[config.mk]
export PLATFORM = sky130hd
export DESIGN_NAME = ex_operand_stage
export DESIGN_NICKNAME = d
export VERILOG_FILES = /design/src/rtl/ex_operand_stage.sv
export SDC_FILE = /design/constraint.sdc
export NUM_CORES = 1
export LEC_CHECK = 0
export CAP_MARGIN = 25
export CORE_AREA = 2 2 217 219
export CTS_CLUSTER_DIAMETER = 40
export DETAILED_ROUTE_END_ITERATION = 10
export DIE_AREA = 0 0 219 221
export PLACE_DENSITY = 0.62
export SYNTH_ARGS = -nofsm -noshare
export SYNTH_HDL_FRONTEND = slang
export SYNTH_SLANG_ARGS = --single-unit
export TNS_END_PERCENT = 100
[constraint.sdc]
create_clock -name input_clk -period 5.4 [get_ports input_clk]
set_input_delay 0.54 -clock input_clk [delete_from_list [all_inputs] [get_ports input_clk]]
set_output_delay 0.54 -clock input_clk [all_outputs]
set_load 0.005 [all_outputs]
[src/rtl/ex_operand_stage.sv]
// ---------------------------------------------------------------------------
// ex_operand_stage
//
// Registered operand/control stage that feeds the 64-bit ALU. One decoded
// instruction is captured per valid/ready handshake. Both source operands
// are resolved through EX/MEM and MEM/WB forwarding, and operand 2 can be
// replaced by the immediate. The 2-bit ALUOp plus funct fields are turned
// into the 4-bit ALU opcode.
//
// While the held entry is stalled, MEM/WB writes keep refreshing the held
// operands, so a stall never leaves a stale operand behind.
//
// Parameters
//   n                       datapath width
//   r                       register-address width
//
// Ports
//   input_clk               clock, rising edge
//   input_reset             synchronous active-high reset
//   input_valid             upstream offers an instruction
//   output_ready            stage can accept this cycle (combinational)
//   input_flush             kill held entry and any same-cycle capture
//   input_downstream_ready  ALU side consumes the held entry this cycle
//   input_rs1/rs2_addr      source register numbers
//   input_rs1/rs2_data      register-file read data
//   input_immediate         sign-extended immediate
//   input_alu_src           1 = operand 2 is the immediate
//   input_alu_op            ALUOp from main control
//   input_funct3            instruction funct3
//   input_funct7_5          instruction bit 30
//   input_rd_addr           destination register
//   input_exmem_*           EX/MEM forwarding source (regwrite, rd, data)
//   input_memwb_*           MEM/WB forwarding source (regwrite, rd, data)
//   output_valid            held entry is valid
//   output_data_1/2         ALU operands
//   output_store_data       forwarded rs2, always the register value
//   output_opcode           ALU opcode
//   output_rd_addr          destination passed through
//   output_illegal          ALUOp/funct combination not supported
// ---------------------------------------------------------------------------
module ex_operand_stage #(
  parameter int n = 64,
  parameter int r = 5
) (
  input  logic         input_clk,
  input  logic         input_reset,
  input  logic         input_valid,
  output logic         output_ready,
  input  logic         input_flush,
  input  logic         input_downstream_ready,
  input  logic [r-1:0] input_rs1_addr,
  input  logic [r-1:0] input_rs2_addr,
  input  logic [n-1:0] input_rs1_data,
  input  logic [n-1:0] input_rs2_data,
  input  logic [n-1:0] input_immediate,
  input  logic         input_alu_src,
  input  logic [1:0]   input_alu_op,
  input  logic [2:0]   input_funct3,
  input  logic         input_funct7_5,
  input  logic [r-1:0] input_rd_addr,
  input  logic         input_exmem_regwrite,
  input  logic         input_memwb_regwrite,
  input  logic [r-1:0] input_exmem_rd,
  input  logic [r-1:0] input_memwb_rd,
  input  logic [n-1:0] input_exmem_data,
  input  logic [n-1:0] input_memwb_data,
  output logic         output_valid,
  output logic [n-1:0] output_data_1,
  output logic [n-1:0] output_data_2,
  output logic [n-1:0] output_store_data,
  output logic [3:0]   output_opcode,
  output logic [r-1:0] output_rd_addr,
  output logic         output_illegal
);

  // ALU opcode encodings
  localparam logic [3:0] OP_AND  = 4'b0000;
  localparam logic [3:0] OP_OR   = 4'b0001;
  localparam logic [3:0] OP_ADD  = 4'b0010;
  localparam logic [3:0] OP_SUB  = 4'b0110;
  localparam logic [3:0] OP_PASS = 4'b0111;

  // ALUOp encodings from main control
  localparam logic [1:0] ALUOP_ADD   = 2'b00;
  localparam logic [1:0] ALUOP_SUB   = 2'b01;
  localparam logic [1:0] ALUOP_FUNCT = 2'b10;
  localparam logic [1:0] ALUOP_PASS  = 2'b11;

  localparam logic [r-1:0] REG_ZERO = {r{1'b0}};

  // Held entry
  logic         valid_r;
  logic [n-1:0] data_1_r;
  logic [n-1:0] data_2_r;
  logic [n-1:0] store_data_r;
  logic [3:0]   opcode_r;
  logic [r-1:0] rd_addr_r;
  logic         illegal_r;
  // Kept only so the stall snoop knows which operands to refresh
  logic [r-1:0] rs1_addr_r;
  logic [r-1:0] rs2_addr_r;
  logic         alu_src_r;

  // Handshake and datapath intermediates
  logic         ready_s;
  logic         accept_s;
  logic         consume_s;
  logic         snoop_s;
  logic [n-1:0] fwd_rs1_s;
  logic [n-1:0] fwd_rs2_s;
  logic [n-1:0] operand_2_s;
  logic [3:0]   opcode_s;
  logic         illegal_s;

  // Resolve one source operand: EX/MEM beats MEM/WB, and x0 is never
  // forwarded because a write to x0 is architecturally discarded.
  function automatic logic [n-1:0] forward_operand(
    input logic [r-1:0] rs,
    input logic [n-1:0] rf_data,
    input logic         exmem_we,
    input logic [r-1:0] exmem_rd,
    input logic [n-1:0] exmem_data,
    input logic         memwb_we,
    input logic [r-1:0] memwb_rd,
    input logic [n-1:0] memwb_data
  );
    logic [n-1:0] result;
    if (exmem_we && (exmem_rd != REG_ZERO) && (exmem_rd == rs)) begin
      result = exmem_data;
    end else if (memwb_we && (memwb_rd != REG_ZERO) && (memwb_rd == rs)) begin
      result = memwb_data;
    end else begin
      result = rf_data;
    end
    return result;
  endfunction

  // Handshake: ready while empty or while the held entry leaves this cycle
  always_comb begin
    ready_s   = (!valid_r) || input_downstream_ready;
    accept_s  = input_valid && ready_s && (!input_flush);
    consume_s = valid_r && input_downstream_ready;
    // Only a stalled entry is refreshed; a departing entry needs no update
    snoop_s   = valid_r && (!input_downstream_ready) &&
                input_memwb_regwrite && (input_memwb_rd != REG_ZERO);
  end

  // Operand forwarding and immediate selection for the incoming instruction
  always_comb begin
    fwd_rs1_s = forward_operand(input_rs1_addr, input_rs1_data,
                                input_exmem_regwrite, input_exmem_rd, input_exmem_data,
                                input_memwb_regwrite, input_memwb_rd, input_memwb_data);
    fwd_rs2_s = forward_operand(input_rs2_addr, input_rs2_data,
                                input_exmem_regwrite, input_exmem_rd, input_exmem_data,
                                input_memwb_regwrite, input_memwb_rd, input_memwb_data);
    if (input_alu_src) begin
      operand_2_s = input_immediate;
    end else begin
      operand_2_s = fwd_rs2_s;
    end
  end

  // ALUOp/funct translation; unsupported R-type combinations fall back to add
  always_comb begin
    opcode_s  = OP_ADD;
    illegal_s = 1'b0;
    case (input_alu_op)
      ALUOP_ADD:  opcode_s = OP_ADD;
      ALUOP_SUB:  opcode_s = OP_SUB;
      ALUOP_PASS: opcode_s = OP_PASS;
      ALUOP_FUNCT: begin
        case ({input_funct3, input_funct7_5})
          4'b000_0: opcode_s = OP_ADD;
          4'b000_1: opcode_s = OP_SUB;
          4'b111_0: opcode_s = OP_AND;
          4'b110_0: opcode_s = OP_OR;
          default: begin
            opcode_s  = OP_ADD;
            illegal_s = 1'b1;
          end
        endcase
      end
      default: begin
        opcode_s  = OP_ADD;
        illegal_s = 1'b1;
      end
    endcase
  end

  // Entry register: reset, flush, capture, retire, or MEM/WB refresh while stalled
  always_ff @(posedge input_clk) begin
    if (input_reset) begin
      valid_r      <= 1'b0;
      data_1_r     <= {n{1'b0}};
      data_2_r     <= {n{1'b0}};
      store_data_r <= {n{1'b0}};
      opcode_r     <= 4'b0000;
      rd_addr_r    <= {r{1'b0}};
      illegal_r    <= 1'b0;
      rs1_addr_r   <= {r{1'b0}};
      rs2_addr_r   <= {r{1'b0}};
      alu_src_r    <= 1'b0;
    end else if (input_flush) begin
      // Data left as-is; it is don't-care while invalid
      valid_r <= 1'b0;
    end else if (accept_s) begin
      // Covers capture into an empty stage and consume+capture replacement
      valid_r      <= 1'b1;
      data_1_r     <= fwd_rs1_s;
      data_2_r     <= operand_2_s;
      store_data_r <= fwd_rs2_s;
      opcode_r     <= opcode_s;
      rd_addr_r    <= input_rd_addr;
      illegal_r    <= illegal_s;
      rs1_addr_r   <= input_rs1_addr;
      rs2_addr_r   <= input_rs2_addr;
      alu_src_r    <= input_alu_src;
    end else if (consume_s) begin
      valid_r <= 1'b0;
    end else if (snoop_s) begin
      if (rs1_addr_r == input_memwb_rd) begin
        data_1_r <= input_memwb_data;
      end else begin
        data_1_r <= data_1_r;
      end
      if (rs2_addr_r == input_memwb_rd) begin
        store_data_r <= input_memwb_data;
        // An immediate operand 2 does not depend on rs2
        if (!alu_src_r) begin
          data_2_r <= input_memwb_data;
        end else begin
          data_2_r <= data_2_r;
        end
      end else begin
        store_data_r <= store_data_r;
      end
    end else begin
      valid_r <= valid_r;
    end
  end

  assign output_ready      = ready_s;
  assign output_valid      = valid_r;
  assign output_data_1     = data_1_r;
  assign output_data_2     = data_2_r;
  assign output_store_data = store_data_r;
  assign output_opcode     = opcode_r;
  assign output_rd_addr    = rd_addr_r;
  assign output_illegal    = illegal_r;

endmodule

==> summary.txt <==
Global route
  – GRT Resource Usage Total: 23.57%
  – Gr ovfl total: 0
  – Initial antenna violation count: 5
  – GR Util met3: 6.845%
  – First-pass GRT wire length: 86050 um
  – Met2 GRT Util: 38.62%
  – Vias in the first global route: 13230
  – GRT met1 Usage: 28.40%
  – Largest net degree at the start of global routing: 83
  – Most Used Layer, Global Route: met2

Synthesis
  – EDFF count, synth: 0
  – Post-Syn Area: 10960 sq um
  – Ranking of synthesized cells by area: dfxtp_1, a2111oi_0, mux2i_1
  – Synth top area share: 38.90%
  – Count leader, synth: dfxtp_1
  – Synth warn: 0
  – Yosys cell types: 50
  – Synthesized instance count: 1244
  – Ys async rst share: 0%
  – Synth area leader: dfxtp_1
  – Ys flop type: dfxtp_1
  – Seq cells post-synth: 213
  – Syn avg cell area: 8.813 sq um
  – Net count after synthesis: 1603
  – Seq/Total Area, Yosys: 38.90%
  – Synth cell count leaders: dfxtp_1, nor2_1, a2111oi_0

Critical path
  – R2R setup slack: 2200 ps
  – Slowest CP cell: and4b_2
  – Critical Path RT: 5810 ps
  – Startpoint types: input pin
  – WS Path Type: input pin to flop
  – Worst-path cell chain: clkdlybuf4s50_1, xor2_1, nor3_1, and4b_2, buf_4, or3_1, o21ai_0, a2111oi_0
  – CP Max Fanout: 34
  – Arr. time, crit path: 3870 ps
  – Slowest cell delay on critical path: 780 ps
  – Element type at the critical path end: flop

Drt
  – Iteration-0 DRC Markers: 990
  – Post-Route WL: 59790 um
  – Residual DRC: 0
  – Vias per inst: 5.458
  – DR WL/cell: 25.08 um
  – DR vias: 13010
  – Antenna-violating nets left: 0
  – DR pass1 iterations: 5

Power
  – Clock power frac: 49.5%
  – Combinational power share: 18.4%
  – Sequential Power Share: 32.1%
  – Maximum vdd drop: 0.1822 mV
  – PwrDens: 293.0 nW/um^2
  – Leakage power: 6.105 nW
  – Switch Pwr: 1.460 mW
  – Net Sw Frac: 26.94%
  – P_int: 3.959 mW

STA
  – Setup violation total in the final timing report: 0
  – RSZ-0062 raised after global routing: false
  – Least-Margin Pin Slew: 1027 ps
  – Max_slew headroom: 31.50%
  – Final period util: 64.04%
  – Final Hold Fails: 0
  – Final worst slack: 1942 ps
  – Hold WS: 452.4 ps
  – Fin Clk Skew: 16.41 ps
  – Fmax: 0.2892 GHz
  – Max-slew violation count: 0
  – Setup TNS: 0 ps
  – Final min period: 3458 ps

Floorplan
  – IO Pins: 563
  – Die area: 48400 sq um
  – Initial Util: 23.80%
  – Die width: 219 um
  – Die Span Y: 221 um
  – Core Area: 46060 sq um
  – Rows: 79

Final layout
  – Non-filler cells, final: 2384
  – Fillers: 4667
  – Final nets: 2101
  – Layout cells sized above 1: 7.666%
  – P&R area growth vs syn: 68.67%

Worst hold path
  – Min-delay worst type: flop to flop

Placement
  – Port Buf Inserts: 561
  – Post-DP HPWL: 39770 um
  – Dpl cells: 2303
  – Setup WS pre-CTS: 1445 ps
  – Final Wtd Congestion: 0.8902

Clock tree
  – Worst-skew pair later-pin latency: 550 ps
  – CTS resizes: 0
  – Clock tree sinks: 213
  – Hold-fix buffers, CTS: 0
  – Clock Tree Buf Depth: 3
  – Total CTS buffers: 44
  – CTS tree: yes
  – H-tree level count: 2
  – Clock Pin Slew Worst Setup and Hold Paths: 50 ps
  – Post-CTS Setup Bufs: 0
  – Root Driver: clkbuf_16

Status
  – Status: finished clean

Run
  – Max-cap viol count: 0
layout by cell type (no fill, tap or decap), drive strengths merged, types with 3 or more instances in the layout:
cell             n
o221ai          64
nand2b          65
clkdlybuf4s50  560
or3             64
mux2i           64
nor4             3
buf             23
nor2           133
xor2            12
nand3            6
diode            3
clkinv           7
bufinv           3
xnor2           18
o21ai          129
nor3             8
nand2           97
clkinvlp         6
inv             10
a21oi           23
dfxtp          213
a2111oi        192
clkbuf          55
cell families after synthesis:
group / share of synthesized area [%]
other: 0.03421
AO/OA/AOI/OAI: 29.92
flip-flops: 38.90
multiplexers: 5.843
XOR/XNOR: 2.397
AND/OR/NAND/NOR: 17.20
buffers and inverters: 5.706
power groups by stage:
stage / Clock (mW) / Combinational [mW] / Sequential, mW
floorplan: 0 / 0.332 / 1.77
global placement: 0 / 0.981 / 1.77
global route: 2.81 / 1.06 / 1.75
detailed placement: 0 / 0.987 / 1.77
finish: 2.68 / 0.997 / 1.74
CTS: 2.73 / 0.994 / 1.74
path summary, 6_finish.rpt:
| check | end | startpoint | cells after the start |
|---|---|---|---|
| worst max-delay path | output_data_1[8]$_SDFFE_PP0P_ | input_memwb_rd[0] | 8 |
| worst min-delay path | output_store_data[22]$_SDFFE_PP0P_ | output_store_data[22]$_SDFFE_PP0P_ | 2 |
| worst max register to register | output_data_2[26]$_SDFFE_PP0P_ | output_valid$_SDFFE_PP0P_ | 9 |
| worst min register to register | output_store_data[22]$_SDFFE_PP0P_ | output_store_data[22]$_SDFFE_PP0P_ | 2 |
stage by stage:
| step | power [mW] | cell area (sq um) | utilization, % |
|---|---|---|---|
| 5_1_grt | 5.619 | 18490 | 40.14 |
| 3_3_place_gp | 2.747 | 17030 | 36.98 |
| 3_5_place_dp | 2.756 | 17030 | 36.98 |
| 2_1_floorplan | 2.100 | 10960 | - |
| 6_report | 5.419 | 18490 | 40.15 |
| 4_1_cts | 5.464 | 18480 | 40.13 |
critical path, delay by kind of cell:
family	cells	cell delay [ps]
AO/OA/AOI/OAI	2	520
XOR/XNOR	1	240
buffers and inverters	2	1120
AND/OR/NAND/NOR	3	1390
registers in the layout, indices dropped and copies added, names as in the netlist:
| name | count |
|---|---|
| alu_src_r | 1 |
| output_data_1 | 64 |
| output_data_2 | 64 |
| output_illegal | 1 |
| output_opcode | 3 |
| output_rd_addr | 5 |
| output_store_data | 64 |
| output_valid | 1 |
| rs1_addr_r | 5 |
| rs2_addr_r | 5 |
layout make-up:
type                       count  area [sq um]  area share, %
antenna                        3         7.507        0.04060
inverter                       3         11.26        0.06090
clock buffer                  55          1204          6.509
multi-input combinational    897          6167          33.35
timing repair buffer         583          5832          31.54
clock inverter                23         246.5          1.333
sequential                   213          4264          23.06
tap                          607         759.5          4.107
routing by layer:
layer / wire, um / vias up
li1: - / 5786
met1: 23830 / 6280
met2: 27570 / 793
met3: 5826 / 152
met4: 2547 / 2
met5: 12 / -
(Power assumes the default switching activity.)
